===== src/rtl/net2axis_arbiter.sv =====
// ---------------------------------------------------------------------------
// net2axis_arbiter
//
// Packet-granular round-robin arbiter. It merges C_NUM_PORTS AXI4-Stream
// sources onto one AXI4-Stream output. A port keeps the grant from the first
// beat of a packet until its TLAST transfer, so the beats of different packets
// never interleave. Each output beat is tagged with the index of its source
// port. The block also counts forwarded packets and combines the sources' DONE
// flags into a single end-of-test flag.
//
// Ports
//   ACLK, ARESETN    clock (rising edge); asynchronous active-low reset
//   S_AXIS_T*        per-port slave streams; port i uses bit i or slice i
//   S_AXIS_TREADY    per-port ready; only the granted port can be ready
//   S_DONE           per-port DONE flags from the sources
//   M_AXIS_T*        merged master stream; M_AXIS_TID is the granted port
//   M_AXIS_TREADY    downstream ready
//   PKT_COUNT        number of packets forwarded (wraps around)
//   DONE             sticky flag: all sources done and the arbiter idle
// ---------------------------------------------------------------------------
module net2axis_arbiter #(
   parameter int C_NUM_PORTS   = 4,
   parameter int C_TDATA_WIDTH = 32,
   parameter int C_CNT_WIDTH   = 16,
   localparam int TIDW = (C_NUM_PORTS > 1) ? $clog2(C_NUM_PORTS) : 1,
   localparam int KW   = C_TDATA_WIDTH / 8
) (
   input  logic                                 ACLK,
   input  logic                                 ARESETN,
   input  logic [C_NUM_PORTS-1:0]               S_AXIS_TVALID,
   input  logic [C_NUM_PORTS*C_TDATA_WIDTH-1:0] S_AXIS_TDATA,
   input  logic [C_NUM_PORTS*KW-1:0]            S_AXIS_TKEEP,
   input  logic [C_NUM_PORTS-1:0]               S_AXIS_TLAST,
   output logic [C_NUM_PORTS-1:0]               S_AXIS_TREADY,
   input  logic [C_NUM_PORTS-1:0]               S_DONE,
   output logic                                 M_AXIS_TVALID,
   output logic [C_TDATA_WIDTH-1:0]             M_AXIS_TDATA,
   output logic [KW-1:0]                        M_AXIS_TKEEP,
   output logic                                 M_AXIS_TLAST,
   output logic [TIDW-1:0]                      M_AXIS_TID,
   input  logic                                 M_AXIS_TREADY,
   output logic [C_CNT_WIDTH-1:0]               PKT_COUNT,
   output logic                                 DONE
);

   typedef enum logic {IDLE = 1'b0, XFER = 1'b1} state_t;

   state_t                   state, state_nxt;
   logic [TIDW-1:0]          grant, grant_nxt, last_grant;
   logic [TIDW-1:0]          req_idx, cand;
   logic                     req_found;
   logic                     last_xfer;
   logic                     done_set;
   logic [C_CNT_WIDTH-1:0]   pkt_cnt;
   logic                     done_r;
   logic [C_TDATA_WIDTH-1:0] tdata_arr [C_NUM_PORTS];
   logic [KW-1:0]            tkeep_arr [C_NUM_PORTS];

   // Unpack the flat per-port buses so the output mux is a plain array index.
   always_comb begin
      for (int i = 0; i < C_NUM_PORTS; i++) begin
         tdata_arr[i] = S_AXIS_TDATA[i*C_TDATA_WIDTH +: C_TDATA_WIDTH];
         tkeep_arr[i] = S_AXIS_TKEEP[i*KW +: KW];
      end
   end

   // Round-robin search: first requesting port after the last one served.
   // The last candidate examined is last_grant itself, so a lone requester
   // is always found.
   always_comb begin
      req_found = 1'b0;
      req_idx   = last_grant;
      cand      = '0;
      for (int k = 1; k <= C_NUM_PORTS; k++) begin
         cand = TIDW'((int'(last_grant) + k) % C_NUM_PORTS);
         if (!req_found && S_AXIS_TVALID[cand]) begin
            req_found = 1'b1;
            req_idx   = cand;
         end
      end
   end

   // Data path is a pure mux: no buffering, zero latency while granted.
   // Outside XFER the mux still shows the granted port, only TVALID is gated.
   assign M_AXIS_TDATA = tdata_arr[grant];
   assign M_AXIS_TKEEP = tkeep_arr[grant];
   assign M_AXIS_TLAST = S_AXIS_TLAST[grant];
   assign M_AXIS_TID   = grant;
   assign PKT_COUNT    = pkt_cnt;
   assign DONE         = done_r;

   assign last_xfer = (state == XFER) && S_AXIS_TVALID[grant] &&
                      M_AXIS_TREADY && S_AXIS_TLAST[grant];
   assign done_set  = (&S_DONE) && (state == IDLE) && !(|S_AXIS_TVALID);

   always_comb begin
      state_nxt     = state;
      grant_nxt     = grant;
      M_AXIS_TVALID = 1'b0;
      S_AXIS_TREADY = '0;
      case (state)
         IDLE: begin
            // One arbitration cycle per packet; the selected port's first
            // beat appears on the next cycle.
            if (req_found) begin
               state_nxt = XFER;
               grant_nxt = req_idx;
            end
         end
         XFER: begin
            // A source bubble mid-packet is passed through; the grant holds.
            M_AXIS_TVALID        = S_AXIS_TVALID[grant];
            S_AXIS_TREADY[grant] = M_AXIS_TREADY;
            if (last_xfer) begin
               state_nxt = IDLE;
            end
         end
         default: state_nxt = IDLE;
      endcase
   end

   always_ff @(posedge ACLK or negedge ARESETN) begin
      if (!ARESETN) begin
         state      <= IDLE;
         grant      <= '0;
         // Start as if the highest port was served last, so port 0 wins first.
         last_grant <= TIDW'(C_NUM_PORTS - 1);
         pkt_cnt    <= '0;
         done_r     <= 1'b0;
      end else begin
         state <= state_nxt;
         grant <= grant_nxt;
         if (last_xfer) begin
            last_grant <= grant;
            pkt_cnt    <= pkt_cnt + C_CNT_WIDTH'(1);
         end
         if (done_set) begin
            done_r <= 1'b1;
         end
      end
   end

endmodule


===== config.mk =====
export PLATFORM = sky130hd
export DESIGN_NAME = net2axis_arbiter
export DESIGN_NICKNAME = d
export VERILOG_FILES = /design/src/rtl/net2axis_arbiter.sv
export SDC_FILE = /design/constraint.sdc
export NUM_CORES = 1
export LEC_CHECK = 0
export ABC_CLOCK_PERIOD_IN_PS = 1500
export CAP_MARGIN = 10
export CORE_ASPECT_RATIO = 1.4
export CORE_UTILIZATION = 26
export DETAILED_ROUTE_END_ITERATION = 12
export PLACE_DENSITY = 0.86
export SLEW_MARGIN = 5
export SYNTH_ARGS = -nofsm -noshare
export SYNTH_HDL_FRONTEND = slang
export SYNTH_SLANG_ARGS = --single-unit

===== constraint.sdc =====
create_clock -name ACLK -period 1.5 [get_ports ACLK]
set_input_delay 0.15 -clock ACLK [delete_from_list [all_inputs] [get_ports ACLK]]
set_output_delay 0.15 -clock ACLK [all_outputs]
set_load 0.1 [all_outputs]

==> summary.md <==
| Metric | Value |
|---|---|
| Max-slew headroom | `0.578` |
| Total global routing overflow | `0` |
| Cell mode on critical path | `buf_4` |
| Multi-input logic area | `0.00164 mm²` |
| Cell-by-cell trace of the critical path | `buf_4 -> buf_4 -> mux4_2 -> and2_4 -> buf_12` |
| Ys async rst share | `1.00` |
| Crit Path Class | `reg -> out` |
| Buffers on Ports | `219` |
| Clk root buf | `clkbuf_8` |
| Clk sinks | `22` |
| Period utilisation layout | `1.26` |
| #FFs+latches synth | `22` |
| Largest net degree at the start of global routing | `36` |
| Synth cell types | `33` |
| Max-Cap Viols | `0` |
| Clock Skew | `6.31 ps` |
| PD cells | `2350 mW/mm²` |
| FF+latch area | `597 µm²` |
| Status | `complete, but fails checks` |
| Sequential-to-total area share from yosys stat | `0.275` |
| Final hold vios | `0` |
| Nets | `577` |
| CP max stage cell | `dfrtp_4` |
| First-pass GRT wire length | `16.3 mm` |
| Startpoint type of the worst setup path | `register` |
| Minimum hold slack | `231 ps` |
| Layout cells sized above 1 | `0.478` |
| Die X | `76.3 µm` |
| Final setup TNS | `-19240 ps` |
| Initial antenna violation count | `0` |
| Failing checks | `setup timing` |
| Clk slew on worst S/H paths | `80 ps` |
| Fin area | `0.00568 mm²` |
| Placed Area | `0.00529 mm²` |
| Via count | `2618` |
| Pleak | `2.29 nW` |
| Peak supply drop | `0.00176 V` |
| Worst Hold Class | `in -> async` |
| Synthesis Warnings | `0` |
| CORE AREA | `0.00741 mm²` |
| Pre-antenna DRT Iters | `6` |
| F_max | `530 MHz` |
| Vias in the first global route | `2948` |
| Die area | `0.00809 mm²` |
| Fin. max-slew vios | `0` |
| Crit path DAT | `1740 ps` |
| Routed WL | `11.0 mm` |
| Cells after Synth | `158` |
| Cell Rows | `37` |
| Initial DRC Count | `92` |
| Slowest Stage Delay on Critical Path | `520 ps` |
| Final GP Congestion | `0.832` |
| Antenna fix cells | `0` |
| Worst-margin pin slew | `632 ps` |
| Syn Area/Cell | `12.7 µm²` |
| Post-synth EDFFs | `0` |
| Starting Density | `0.271` |
| CTS Buf Count | `3` |
| Main synth FF type | `dfrtp_1` |
| Final antenna-violating net count | `0` |
| RSZ-0062 raised after global routing | `true` |
| Hold-fix buffers, CTS | `0` |
| # setup viols final | `62` |
| Final HPWL DP | `8.81 mm` |
| Setup slack after layout | `-385 ps` |
| Routed WL per cell | `21.4 µm` |
| Number of vias per cell | `5.10` |
| IO Pins | `220` |
| H-tree levels | `1` |
| Crit path required time | `1350 ps` |
| Total power draw | `0.0133 W` |
| Syn nets | `318` |
| DRC | `0` |
| Clk buf depth | `2` |
| Most frequent cells in the layout | `clkdlybuf4s50_1 (158), buf_12 (64), mux4_2 (37)` |
| CTS tree | `built` |
| Worst-path fanout max | `5` |
| Worst-Skew Late Latency | `260 ps` |
| Area added between synthesis and finish | `183%` |
| Gr usage total | `0.265` |
| Tmin final | `1890 ps` |
| Post-Place Setup Slack | `-244 ps` |
| Reg2Reg Setup Slack | `-360 ps` |
| Post-Syn Area | `0.00201 mm²` |
| Die Height | `106 µm` |
| Leading cell type in the layout, fill and taps excluded | `clkdlybuf4s50_1` |
| Setup crit end kind | `output port` |
| Fill cells | `476` |
-- layout make-up --
class | count | share of cell area
well taps | 97 | 0.0214
inverters | 6 | 0.00463
repair buffers | 265 | 0.573
clock buffers | 4 | 0.00793
flip-flops and latches | 22 | 0.105
multi-input cells | 119 | 0.288
-- state kept, by name (all words and copies together), names as in the netlist --
| signal | cells |
|---|---|
| PKT_COUNT | 16 |
| M_AXIS_TID | 2 |
| last_grant | 2 |
| DONE | 1 |
| state | 1 |
-- Yosys cell counts (4+ instances only) --
master / count / area (µm²)
buf_2: 5 / 25.0
dfrtp_1: 20 / 500
inv_1: 6 / 22.5
mux2i_1: 5 / 50.1
mux4_2: 37 / 833
nand2_1: 15 / 56.3
nand3_1: 5 / 25.0
nand4_1: 4 / 25.0
nor2_1: 7 / 26.3
nor3_1: 7 / 35.0
xnor2_1: 9 / 78.8
xor2_1: 6 / 52.6
-- power by group --
group / leakage, nW / switching, W / total, W / internal [W]
combinational: 2.02 / 0.00716 / 0.0120 / 0.00482
clock: 0.0228 / 0.000188 / 0.000378 / 0.000190
sequential: 0.253 / 0.000220 / 0.000979 / 0.000759
-- logic make-up (layout without fill, tap and decap cells) --
| family | count (synthesis) | count (layout) | synth area share |
|---|---|---|---|
| XOR/XNOR | 15 | 15 | 0.0654 |
| AND/OR/NAND/NOR | 50 | 52 | 0.126 |
| flip-flops | 22 | 22 | 0.275 |
| buffers and inverters | 19 | 275 | 0.0517 |
| AO/OA/AOI/OAI | 8 | 8 | 0.0305 |
| adder cells (fa/ha/maj) | 1 | 1 | 0.00623 |
| multiplexers | 43 | 43 | 0.445 |
-- layer usage --
metal,wire (µm),vias to the layer above,global-route usage
met2,6430,158,0.545
met4,196,0,0.0549
met3,817,21,0.0532
met5,0,-,0
li1,-,1145,-
met1,3520,1294,0.266
-- stage by stage --
| step | std cells | utilization |
|---|---|---|
| floorplan | 158 | - |
| global placement | 494 | 0.714 |
| detailed placement | 494 | 0.714 |
| CTS | 511 | 0.757 |
| global route | 513 | 0.767 |
| finish | 513 | 0.767 |
-- critical path, delay by kind of cell, from the launching register on --
| family | cells | cell delay, ps |
|---|---|---|
| buffers and inverters | 3 | 460 |
| DFF | 1 | 520 |
| muxes | 1 | 320 |
| and+or+nand+nor | 1 | 170 |
-- worst paths after layout --
kind | end | cells after the start | start
worst max-delay path | M_AXIS_TVALID | 5 | M_AXIS_TID[0]
worst min-delay path | M_AXIS_TID[0] | 2 | ARESETN
worst max register to register | PKT_COUNT[15] | 7 | M_AXIS_TID[0]
worst min register to register | last_grant[0] | 2 | last_grant[0]
max in group asynchronous | last_grant[1] | 2 | ARESETN
min in group ACLK | last_grant[0] | 2 | last_grant[0]
-- what timing repair did --
action	in CTS	in global routing
endpoints found under the setup margin	62	61
gates resized for setup	31	17
setup buffers	11	4
cloned	3	0
pin swaps	9	10
hold endpoints to repair	0	0
Power figures use the tool's default switching activity.
